File: src/rtl/wfg_stim_mem_arb_pkg.sv
// Shared types and constants for the stimulus-SRAM read arbiter.
// Purely declarative: no logic, no latency, no flow control.
// The host requester id is encoded as NUM_CH, one past the last channel.
package wfg_stim_mem_arb_pkg;

    typedef enum logic [1:0] {
        ST_IDLE  = 2'd0,
        ST_RUN   = 2'd1,
        ST_DRAIN = 2'd2
    } wfg_stim_mem_arb_states_t;

    localparam int DEF_ADDR_W = 10;
    localparam int DEF_DATA_W = 32;

    function automatic int host_id(input int num_ch);
        return num_ch;
    endfunction

endpackage

File: src/rtl/wfg_rr_pick.sv
// Combinational round-robin picker: first asserted request at or after ptr.
// Latency: zero (pure combinational).
// No backpressure; any=0 when no request is asserted.
module wfg_rr_pick #(
    parameter int W  = 2,
    parameter int PW = (W > 1) ? $clog2(W) : 1
) (
    input  logic [W-1:0]  req,
    input  logic [PW-1:0] ptr,
    output logic [W-1:0]  gnt,
    output logic [PW-1:0] idx,
    output logic          any
);
    int j;

    always_comb begin
        gnt = '0;
        idx = '0;
        any = 1'b0;
        j   = 0;
        for (int i = 0; i < W; i++) begin
            j = int'(ptr) + i;
            if (j >= W) j = j - W;
            if (!any && req[j]) begin
                any    = 1'b1;
                gnt[j] = 1'b1;
                idx    = PW'(j);
            end
        end
    end

endmodule

File: src/rtl/wfg_stim_mem_arb.sv
// Round-robin arbiter sharing the stimulus SRAM read port; optional host port via WFG_STIM_MEM_ARB_HOST_EN.
// Latency: grant registered in the request cycle's next edge, rvalid/rdata MEM_LAT+1 cycles after the grant cycle.
// Backpressure: level requests held until granted; at most one SRAM read per cycle.
module wfg_stim_mem_arb
    import wfg_stim_mem_arb_pkg::*;
#(
    parameter int NUM_CH  = 2,
    parameter int ADDR_W  = DEF_ADDR_W,
    parameter int DATA_W  = DEF_DATA_W,
    parameter int MEM_LAT = 1
) (
    input  logic                     clk,
    input  logic                     rst_n,
    input  logic                     en_i,
    input  logic [NUM_CH-1:0]        ch_req_i,
    input  logic [NUM_CH*ADDR_W-1:0] ch_addr_i,
    output logic [NUM_CH-1:0]        ch_gnt_o,
    output logic [NUM_CH-1:0]        ch_rvalid_o,
    output logic [DATA_W-1:0]        rdata_o,
`ifdef WFG_STIM_MEM_ARB_HOST_EN
    input  logic                     host_req_i,
    input  logic [ADDR_W-1:0]        host_addr_i,
    output logic                     host_gnt_o,
    output logic                     host_rvalid_o,
`endif
    output logic                     busy_o,
    output logic                     csb1,
    output logic [ADDR_W-1:0]        addr1,
    input  logic [DATA_W-1:0]        dout1
);
    localparam int PTR_W = (NUM_CH > 1) ? $clog2(NUM_CH) : 1;
    localparam int ID_W  = $clog2(NUM_CH + 1);
    localparam logic [ID_W-1:0] HOST_ID = ID_W'(host_id(NUM_CH));

    wfg_stim_mem_arb_states_t state, state_nxt;

    logic [PTR_W-1:0]  rr_ptr;
    logic [NUM_CH-1:0] pick_gnt;
    logic [PTR_W-1:0]  pick_idx;
    logic              pick_any;

    logic              host_req_l;
    logic [ADDR_W-1:0] host_addr_l;
    logic              last_host;
    logic              host_win;

    logic              sel_vld;
    logic              sel_host;
    logic [ID_W-1:0]   sel_id;
    logic [ADDR_W-1:0] sel_addr;

    logic [MEM_LAT:0]  pipe_vld;
    logic [ID_W-1:0]   pipe_id [0:MEM_LAT];
    logic [NUM_CH-1:0] rv_dec;

`ifdef WFG_STIM_MEM_ARB_HOST_EN
    assign host_req_l  = host_req_i;
    assign host_addr_l = host_addr_i;
`else
    assign host_req_l  = 1'b0;
    assign host_addr_l = '0;
`endif

    // Host wins unless it was served last cycle and a channel is waiting.
    assign host_win = host_req_l && !(last_host && pick_any);
    assign busy_o   = |pipe_vld;

    wfg_rr_pick #(.W(NUM_CH), .PW(PTR_W)) u_pick (
        .req (ch_req_i),
        .ptr (rr_ptr),
        .gnt (pick_gnt),
        .idx (pick_idx),
        .any (pick_any)
    );

    always_comb begin
        state_nxt = state;
        case (state)
            ST_IDLE:  if (en_i) state_nxt = ST_RUN;
            ST_RUN:   if (!en_i) state_nxt = busy_o ? ST_DRAIN : ST_IDLE;
            ST_DRAIN: if (!busy_o) state_nxt = ST_IDLE;
            default:  state_nxt = ST_IDLE;
        endcase
    end

    always_comb begin
        sel_vld  = 1'b0;
        sel_host = 1'b0;
        sel_id   = '0;
        sel_addr = '0;
        if (state == ST_RUN && en_i) begin
            if (host_win) begin
                sel_vld  = 1'b1;
                sel_host = 1'b1;
                sel_id   = HOST_ID;
                sel_addr = host_addr_l;
            end else if (pick_any) begin
                sel_vld  = 1'b1;
                sel_id   = ID_W'(pick_idx);
                sel_addr = ch_addr_i[int'(pick_idx)*ADDR_W +: ADDR_W];
            end
        end
    end

    always_comb begin
        rv_dec = '0;
        for (int k = 0; k < NUM_CH; k++) begin
            rv_dec[k] = pipe_vld[MEM_LAT] && (pipe_id[MEM_LAT] == ID_W'(k));
        end
    end

    always_ff @(posedge clk) begin
        if (!rst_n) begin
            state       <= ST_IDLE;
            rr_ptr      <= '0;
            last_host   <= 1'b0;
            csb1        <= 1'b1;
            addr1       <= '0;
            ch_gnt_o    <= '0;
            ch_rvalid_o <= '0;
            rdata_o     <= '0;
            pipe_vld    <= '0;
            for (int i = 0; i <= MEM_LAT; i++) pipe_id[i] <= '0;
`ifdef WFG_STIM_MEM_ARB_HOST_EN
            host_gnt_o    <= 1'b0;
            host_rvalid_o <= 1'b0;
`endif
        end else begin
            state       <= state_nxt;
            csb1        <= !sel_vld;
            if (sel_vld) addr1 <= sel_addr;
            ch_gnt_o    <= (sel_vld && !sel_host) ? pick_gnt : '0;
            ch_rvalid_o <= rv_dec;
            if (pipe_vld[MEM_LAT]) rdata_o <= dout1;
            // Stage MEM_LAT lines up with the edge at which dout1 is valid.
            pipe_vld    <= {pipe_vld[MEM_LAT-1:0], sel_vld};
            pipe_id[0]  <= sel_id;
            for (int i = 1; i <= MEM_LAT; i++) pipe_id[i] <= pipe_id[i-1];
            last_host   <= sel_vld && sel_host;
            if (sel_vld && !sel_host) begin
                rr_ptr <= (int'(pick_idx) == NUM_CH - 1) ? '0 : pick_idx + 1'b1;
            end
`ifdef WFG_STIM_MEM_ARB_HOST_EN
            host_gnt_o    <= sel_vld && sel_host;
            host_rvalid_o <= pipe_vld[MEM_LAT] && (pipe_id[MEM_LAT] == HOST_ID);
`endif
        end
    end

endmodule

File: config.mk
export PLATFORM = sky130hd
export DESIGN_NAME = wfg_stim_mem_arb
export DESIGN_NICKNAME = d
export VERILOG_FILES = /design/src/rtl/wfg_stim_mem_arb_pkg.sv /design/src/rtl/wfg_rr_pick.sv /design/src/rtl/wfg_stim_mem_arb.sv
export SDC_FILE = /design/constraint.sdc
export NUM_CORES = 1
export LEC_CHECK = 0
export CAP_MARGIN = 20
export CORE_ASPECT_RATIO = 0.75
export CORE_MARGIN = 1
export CORE_UTILIZATION = 30
export CTS_BUF_LIST = sky130_fd_sc_hd__clkbuf_4
export DETAILED_ROUTE_END_ITERATION = 16
export HOLD_SLACK_MARGIN = 0.1
export PLACE_DENSITY = 0.66
export SLEW_MARGIN = 0
export SYNTH_ARGS = -nofsm -noshare
export SYNTH_HDL_FRONTEND = slang
export SYNTH_SLANG_ARGS = --single-unit
File: constraint.sdc
create_clock -name clk -period 1.2 [get_ports clk]
set_clock_uncertainty 0.1 [all_clocks]
set_input_delay 0.18 -clock clk [delete_from_list [all_inputs] [get_ports clk]]
set_output_delay 0.18 -clock clk [all_outputs]
set_load 0.005 [all_outputs]
# Yosys cells after proc, flatten, opt, wreduce, memory -nomap -nowiden
# Memories as Yosys holds them, arrays and structs flattened.
# Index checks and enable logic that the tools add are counted.
# totals
word_cells	77
latch_bits	0
ram_bits	4
n_memories	1
mem_bits_ro	0
ff_bits	52
# mem_list
memory	depth	width	rd	rd_clocked_by_memory_dff	write_ports	line_no	rtl
pipe_id	2	2	2	0	2	wfg_stim_mem_arb.sv:53	logic [ID_W-1:0] pipe_id [0:MEM_LAT];
# classes
multipliers	1
n_reduce_logical	13
muxes	34
n_lt_le_gt_ge	6
shift	1
bitwise	3
n_eq_ne	6
div	0
n_addsub	4
# ops
op	count
$ge 32x1->1 const B	2
$lt 32x3->1 const B	2
$mux 32	2
$ge 32x3->1 const B	1
$sub 32x3->32 const B	1
$mux 10	2
$shiftx 20x6->10	1
$mux 1	19
$mux 2	8
$logic_and 1x1->1	6
$ne 2x2->1 const B	3
$pmux 2 s3	1
$eq 2x1->1 const B	2
$logic_not 2->1	2
$mul 1x3->4 const B	1
$reduce_and 3->1	1
$sub 1x2->3 const B	1
$add 1x1->2 const B	1
$demux 1 s1	2
$eq 2x2->1 const B	1
$ge 1x2->1 const B	1
$logic_not 1->1	2
$or 1x1->1	2
$or 2x2->2	1
3 further kinds	3

# Longest topological paths before layout
# Gate-level depths: netlist of the first run.
# logic_depth
word_depth	13
depth_mapped	5

# Cells and area by module
# A second synthesis of the first run with hierarchy kept.
# hier_totals
cells_unflattened	173
area_unflattened_um2	2064.5
# by_module_without_submodules
mod	n_inst	cells_per_inst	area_each_um2
wfg_stim_mem_arb	1	168	2031.9
wfg_rr_pick	1	5	32.5

# Worst setup path after synthesis of the first run
# No wires, ideal clock.
# synth_path
path_kind	reg2reg
start	reg state[1]
end	reg addr1[0]
slack_ps	-15
stages_incl_launch_ff	5
required_ps	981
arrival_time_ps	996
setup_time_ps	119
path_cell_list	dfxtp_1 -> and4b_1 -> o21ai_2 -> buf_6 -> o221a_1
# synth_via
elab_chain_len	3
elab_cells_between_ends	4
# synth_lines
item	line_no	rtl
start: declaration	wfg_stim_mem_arb.sv:35	wfg_stim_mem_arb_states_t state, state_nxt;
start signal: assignment	wfg_stim_mem_arb.sv:129	state <= state_nxt;
$eq 2x1->1 (*)	wfg_stim_mem_arb.sv:91	if (state == ST_RUN && en_i) begin
$logic_and 1x1->1 (*)	wfg_stim_mem_arb.sv:91	
$mux 10 or $mux 1 (tied branches)	wfg_stim_mem_arb.sv:91	
end signal: assignment	wfg_stim_mem_arb.sv:131	if (sel_vld) addr1 <= sel_addr;
end: declaration	wfg_stim_mem_arb.sv:28	output logic [ADDR_W-1:0] addr1,
# Mark *: on every way between the ends. The rest lies on a longest branch, timed or not.
# A chain may end at the register's enable or synchronous reset.

# Worst setup path in the final report of the first run
# layout_path
start	reg pipe_vld[0]
end	out busy_o
# layout_via
elab_chain_len	1
# layout_lines
item	line_no	rtl
start: declaration	wfg_stim_mem_arb.sv:52	logic [MEM_LAT:0] pipe_vld;
start signal: assignment	wfg_stim_mem_arb.sv:136	pipe_vld <= {pipe_vld[MEM_LAT-1:0], sel_vld};
$reduce_or 2->1	wfg_stim_mem_arb.sv:66	assign busy_o = |pipe_vld;
end: declaration	wfg_stim_mem_arb.sv:26	output logic busy_o,
# No other way between the ends.

==> flow_metrics.py, run 1 <==
metrics = {
    "setup_path": {
        "critPathMaxFanout": 2,
        "critical-path-slowest-cell": "sky130_fd_sc_hd__dfxtp_1",
        "critical_path_cell_by_cell": "or2_4 > buf_6",
        "endpoint_kind": "primary output",
        "critical_path_buf_inv_count": 1,
        "setup.worst_path.start_class": "flip-flop",
        "critical_path.top_delay_family": "flip-flops",
        "critPathMaxStageDelay_ns": 0.34,
        "worst_path_required_time_ns": 0.92,
        "worst_ep_arrival_time_ns": 1.08,
        "classification_of_the_worst_setup_path": "flip-flop to primary output",
    },
    "route": {
        "wirelength_routed_um": 5070,
        "post_drt_wl_per_cell_um": 13.1,
        "viasPerCell": 4.52,
        "ant_nets": 0,
        "detail_route.iter0.violations": 58,
        "detailroute.via_count": 1754,
        "drt_pre_antenna_iters": 4,
        "drc_markers": 0,
    },
    "synth": {
        "yosysWarnings": 0,
        "post_synth.cell_area_avg_um2": 10.4,
        "synth.net_count": 245,
        "synth_sequential_area_ratio_pct": 55.5,
        "yosysUniqueCellTypes": 23,
        "syn_area_mm2": 0.00195,
        "number_of_register_bits_inferred_by_synthesis": 54,
        "netlist_instances": 188,
    },
    "die": {
        "design.portCount": 105,
        "core.rowCount": 25,
        "fp.coreArea_mm2": 0.00629,
        "die-area_mm2": 0.00683,
        "die_height_um": 71.8,
        "die_width_um": 95.1,
        "floorplan.initialDensity_pct": 31.0,
    },
    "timing": {
        "grt_setup_unrepaired": "yes",
        "worstMarginPinSlew_ns": 0.359,
        "drv_slew": 0,
        "postLayoutSetupSlackWorst_ns": -0.156,
        "finalSetupViolations": 15,
        "hold-worst-slack_ns": 0.307,
        "max_freq_mhz": 737,
        "layout_worst_path_cycle_share_pct": 113,
        "hold_violations": 0,
        "final_period_minus_worst_setup_slack_ns": 1.36,
        "timing.max_slew.rel_slack_pct": 76.0,
    },
    "cts": {
        "cts.root.buffer_cell": "sky130_fd_sc_hd__clkbuf_4",
        "ctsHtreeMaxLevel": 2,
        "worst_skew_pair.late_latency_ns": 0.36,
        "cts.sinks": 54,
        "holdBufCountCts": 0,
        "cts.clk_slew.worst_paths_ns": 0.15,
        "cts_max_path_buffers": 2,
        "cts_inserted_buffers": 5,
        "cts_tree": "done",
    },
    "power": {
        "vdd_drop_max_mv": 0.386,
        "power_leakage_uw": 0.00131,
        "pwr_density_cell_mw_per_mm2": 1020,
    },
    "global_routing": {
        "first_global_vias": 1725,
        "globalRoute.totalOverflow": 0,
        "grt_pass1_wl_um": 8150,
        "tot_gr_track_use_pct": 15.4,
        "grt_start_max_net_pins": 35,
        "antenna_found_initial": 0,
    },
    "run": {
        "cap_violations": 0,
    },
    "final_layout": {
        "antenna_diodes": 0,
        "fin_nets": 364,
        "layout.cells.most_common": "sky130_fd_sc_hd__clkdlybuf4s50_1",
        "area_growth_synth_to_finish_pct": 61.0,
        "layout_common_cells": "56 x sky130_fd_sc_hd__clkdlybuf4s50_1, 45 x sky130_fd_sc_hd__buf_2, 44 x sky130_fd_sc_hd__dfxtp_2",
        "final_cells": 388,
        "post_route_cells_drive_above_1_share_pct": 42.3,
        "fill_cells": 602,
    },
    "place": {
        "port_buffers": 104,
        "gp_congestion": 0.686,
        "dp.cells": 372,
        "detailedPlacementHpwl_um": 3440,
    },
    "status": {
        "violations": "negative setup slack",
        "outcome": "finished, violations left",
    },
    "worst_hold_path": {
        "hold_path_class": "input port to flip-flop",
    },
}
==> cell usage after synthesis (all sizes together) <==
master   n  share of area, %
dfxtp   54                55
nor2    40               7.7
mux2i   32                16
nand2   14               2.7
o21ai   12               3.3
o221a   10               5.8
buf      8               3.1
clkbuf   5               1.0
and2     2              0.64
and3     2              0.64
and4b    2               1.0
inv      2              0.39
a211oi   1              0.39
clkinv   1              0.19
mux2     1              0.58
nand3b   1              0.39
or2      1              0.32
==> stage by stage <==
step	total power, uW	TNS (ns)	utilization (%)	setup WS (ns)	area [um^2]
floorplan	1990	-0.0502	-	-0.00562	1950
global placement	2280	-14.68	49.6	-0.409	3120
detailed placement	2280	-14.73	49.6	-0.444	3120
CTS	3270	-5.72	49.5	-0.169	3110
global route	3360	-3.39	49.9	-0.203	3140
finish	3210	-1.14	49.9	-0.156	3140
==> cell type report <==
| class | count | area, um^2 | share of cell area (%) |
|---|---|---|---|
| sequential | 54 | 1140 | 36.4 |
| multi-input combinational | 119 | 820 | 26.1 |
| inverter | 3 | 11.3 | 0.359 |
| clock inverter | 2 | 33.8 | 1.08 |
| tap | 81 | 101 | 3.23 |
| clock buffer | 5 | 37.5 | 1.20 |
| timing repair buffer | 124 | 991 | 31.6 |
==> kinds of logic after synthesis <==
group / Yosys count / synth area share, %
AOI/OAI and AO/OA: 23 / 9.44
buffers and inverters: 16 / 4.68
DFF: 54 / 55.5
muxes: 33 / 17.0
and+or+nand+nor: 62 / 13.4
==> what timing repair did <==
action	4_1_cts	5_1_grt
buffers inserted	5	3
gates resized for setup	238	15
cloned	1	0
setup endpoints to repair	92	52
pin swaps	2	1
==> tightest hold or removal path: stages <==
cell	delay [ns]
sky130_fd_sc_hd__clkdlybuf4s50_1	0.39
sky130_fd_sc_hd__mux2i_1	0.13
sky130_fd_sc_hd__nor2_1	0.05
==> metal layers <==
layer	vias to the layer above	global-route usage [%]	wire [um]
li1	881	-	-
met1	819	21.1	2560
met2	49	23.4	2190
met3	5	4.67	287
met4	0	4.04	33
met5	-	0	0
==> final timing paths <==
check,end,slack [ns],depth (start not counted),from
min,rdata_o[5],0.31,3,dout1[5]
min reg2reg,ch_rvalid_o[0],0.31,1,pipe_id[0][2]
max,busy_o,-0.16,2,pipe_vld[0]
max reg2reg,addr1[5],-0.10,3,state[1]
==> power breakdown <==
group / total (uW) / switching, uW / internal (uW)
registers: 1850 / 18.6 / 1830
logic: 392 / 134 / 258
clock network: 974 / 551 / 423
==> state kept, by name (all words and copies together) (netlist names) <==
name and count:
ch_gnt_o 2, rr_ptr 1, addr1 10, state 2, csb1 1, pipe_vld 2, rdata_o 32, ch_rvalid_o 2
pipe_id 2
(Power assumes the default switching activity.)
==> run 2: changes to the inputs <==
- CORE_MARGIN: 1 -> 8
==> flow_metrics.py, run 2 (synthesis results as in run 1) <==
metrics = {
    "place": {
        "port_buffers": 104,
        "place_worst_setup_slack_ns": -0.487,
        "gp_congestion": 0.680,
        "dp.cells": 372,
        "detailedPlacementHpwl_um": 4280,
    },
    "setup_path": {
        "worst_path_required_time_ns": 0.92,
        "critical_path_buf_inv_count": 1,
        "setup.worst_path.start_class": "flip-flop",
        "critical_path.top_delay_family": "flip-flops",
        "worst_ep_arrival_time_ns": 1.05,
        "endpoint_kind": "primary output",
        "critPathMaxStageDelay_ns": 0.33,
        "critPathMaxFanout": 2,
        "critical_path_cell_by_cell": "or2_4 > buf_6",
        "critical-path-slowest-cell": "sky130_fd_sc_hd__dfxtp_1",
        "classification_of_the_worst_setup_path": "flip-flop to primary output",
    },
    "final_layout": {
        "layout_common_cells": "56 x sky130_fd_sc_hd__clkdlybuf4s50_1, 48 x sky130_fd_sc_hd__dfxtp_2, 46 x sky130_fd_sc_hd__buf_2",
        "layout.cells.most_common": "sky130_fd_sc_hd__clkdlybuf4s50_1",
        "regMostFlops": "rdata_o",
        "area_growth_synth_to_finish_pct": 57.8,
        "fin_nets": 360,
        "post_route_cells_drive_above_1_share_pct": 42.1,
        "antenna_diodes": 0,
        "biggestRegsByFlops": "rdata_o (32), addr1 (10)",
        "largest_reg_flops": 32,
        "final_cells": 385,
    },
    "route": {
        "post_drt_wl_per_cell_um": 15.2,
        "wirelength_routed_um": 5860,
        "detailroute.via_count": 1736,
        "ant_nets": 0,
        "viasPerCell": 4.51,
        "drc_markers": 0,
        "detail_route.iter0.violations": 57,
        "drt_pre_antenna_iters": 4,
    },
    "global_routing": {
        "met1_usage_pct": 14.0,
        "busiest_grt_layer": "met2",
        "tot_gr_track_use_pct": 12.4,
        "grt_start_max_net_pins": 35,
        "antenna_found_initial": 0,
        "gr-usage-met3_pct": 5.02,
        "globalRoute.totalOverflow": 0,
        "grt_pass1_wl_um": 9190,
        "grt_use_met2_pct": 20.9,
        "first_global_vias": 1790,
    },
    "timing": {
        "drv_slew": 0,
        "postLayoutSetupSlackWorst_ns": -0.126,
        "timing.max_slew.rel_slack_pct": 72.8,
        "grt_setup_unrepaired": "yes",
        "max_freq_mhz": 754,
        "worstMarginPinSlew_ns": 0.408,
        "finalSetupViolations": 15,
        "hold_violations": 0,
        "hold-worst-slack_ns": 0.306,
        "final_period_minus_worst_setup_slack_ns": 1.33,
        "layout_worst_path_cycle_share_pct": 110,
    },
    "die": {
        "die_height_um": 85.8,
        "floorplan.initialDensity_pct": 31.0,
        "fp.coreArea_mm2": 0.00629,
        "die_width_um": 109,
        "die-area_mm2": 0.00936,
        "core.rowCount": 25,
        "design.portCount": 105,
    },
    "power": {
        "power_leakage_uw": 0.00129,
        "vdd_drop_max_mv": 0.478,
        "design_power_total_uw": 3010,
        "pwr_density_cell_mw_per_mm2": 980,
    },
    "worst_hold_path": {
        "hold_path_class": "input port to flip-flop",
    },
    "status": {
        "outcome": "finished, violations left",
        "violations": "negative setup slack",
    },
    "cts": {
        "cts_tree": "done",
        "holdBufCountCts": 0,
        "cts_max_path_buffers": 2,
        "ctsHtreeMaxLevel": 2,
        "cts_inserted_buffers": 5,
        "worst_skew_pair.late_latency_ns": 0.35,
        "cts.clk_slew.worst_paths_ns": 0.15,
        "cts.root.buffer_cell": "sky130_fd_sc_hd__clkbuf_4",
        "cts.sinks": 54,
    },
    "run": {
        "cap_violations": 0,
    },
}
==> run 2: cell count changes in the layout (fill, tap and decap cells not counted), moves of 2 or more <==
cell                      change
sky130_fd_sc_hd__dfxtp_4      -2
sky130_fd_sc_hd__dfxtp_1      -2
sky130_fd_sc_hd__dfxtp_2      +4
sky130_fd_sc_hd__buf_4        -3
sky130_fd_sc_hd__nor2_1       +2
==> run 2: area by class of cell <==
class                      instances  area, um^2
sequential                        54        1140
clock inverter                     2        8.76
inverter                           3        11.3
tap                               81         101
clock buffer                       6        45.0
timing repair buffer             120         955
multi-input combinational        119         813
fill                             610        3210
==> run 2: stage by stage <==
step / util, % / instance area, um^2 / setup TNS (ns)
CTS: 48.8 / 3070 / -1.29
finish: 48.9 / 3080 / -0.843
global route: 48.9 / 3080 / -3.63
floorplan: - / 1950 / -0.0502
detailed placement: 49.6 / 3120 / -15.37
global placement: 49.6 / 3120 / -14.10
==> run 2: worst min-delay path: stages <==
cell	delay [ns]
sky130_fd_sc_hd__clkdlybuf4s50_1	0.39
sky130_fd_sc_hd__mux2i_1	0.13
sky130_fd_sc_hd__nor2_1	0.05
==> run 2: report_power, final <==
group	switching [uW]	internal [uW]	leakage, uW
registers	18.7	1830	0.000460
logic	136	254	0.000792
clock network	529	245	0.0000331
total	683	2330	0.00129
==> run 2: what timing repair did <==
item | CTS | global route
resized for setup | 239 | 12
endpoints found under the setup margin | 93 | 49
cloned | 1 | 0
setup buffers | 4 | 0
pin swaps | 2 | 0
==> run 2: layer usage <==
layer | vias up | wire [um]
met5 | - | 0
met4 | 0 | 82
met3 | 10 | 456
met2 | 51 | 2910
met1 | 804 | 2400
li1 | 871 | -
==> run 2: worst paths after layout <==
check / start / to / slack, ns / cells past startpoint
hold / removal: dout1[18] / rdata_o[18] / 0.31 / 3
hold reg to reg: pipe_id[0][2] / ch_rvalid_o[0] / 0.31 / 1
setup / recovery: pipe_vld[0] / busy_o / -0.13 / 2
setup reg to reg: state[1] / addr1[0] / -0.08 / 4
==> run 3: changes to the inputs <==
- ABC_CLOCK_PERIOD_IN_PS: unset -> 1200
==> results of run 3 <==
Final layout, timing and power as in run 2 (identical DEF).
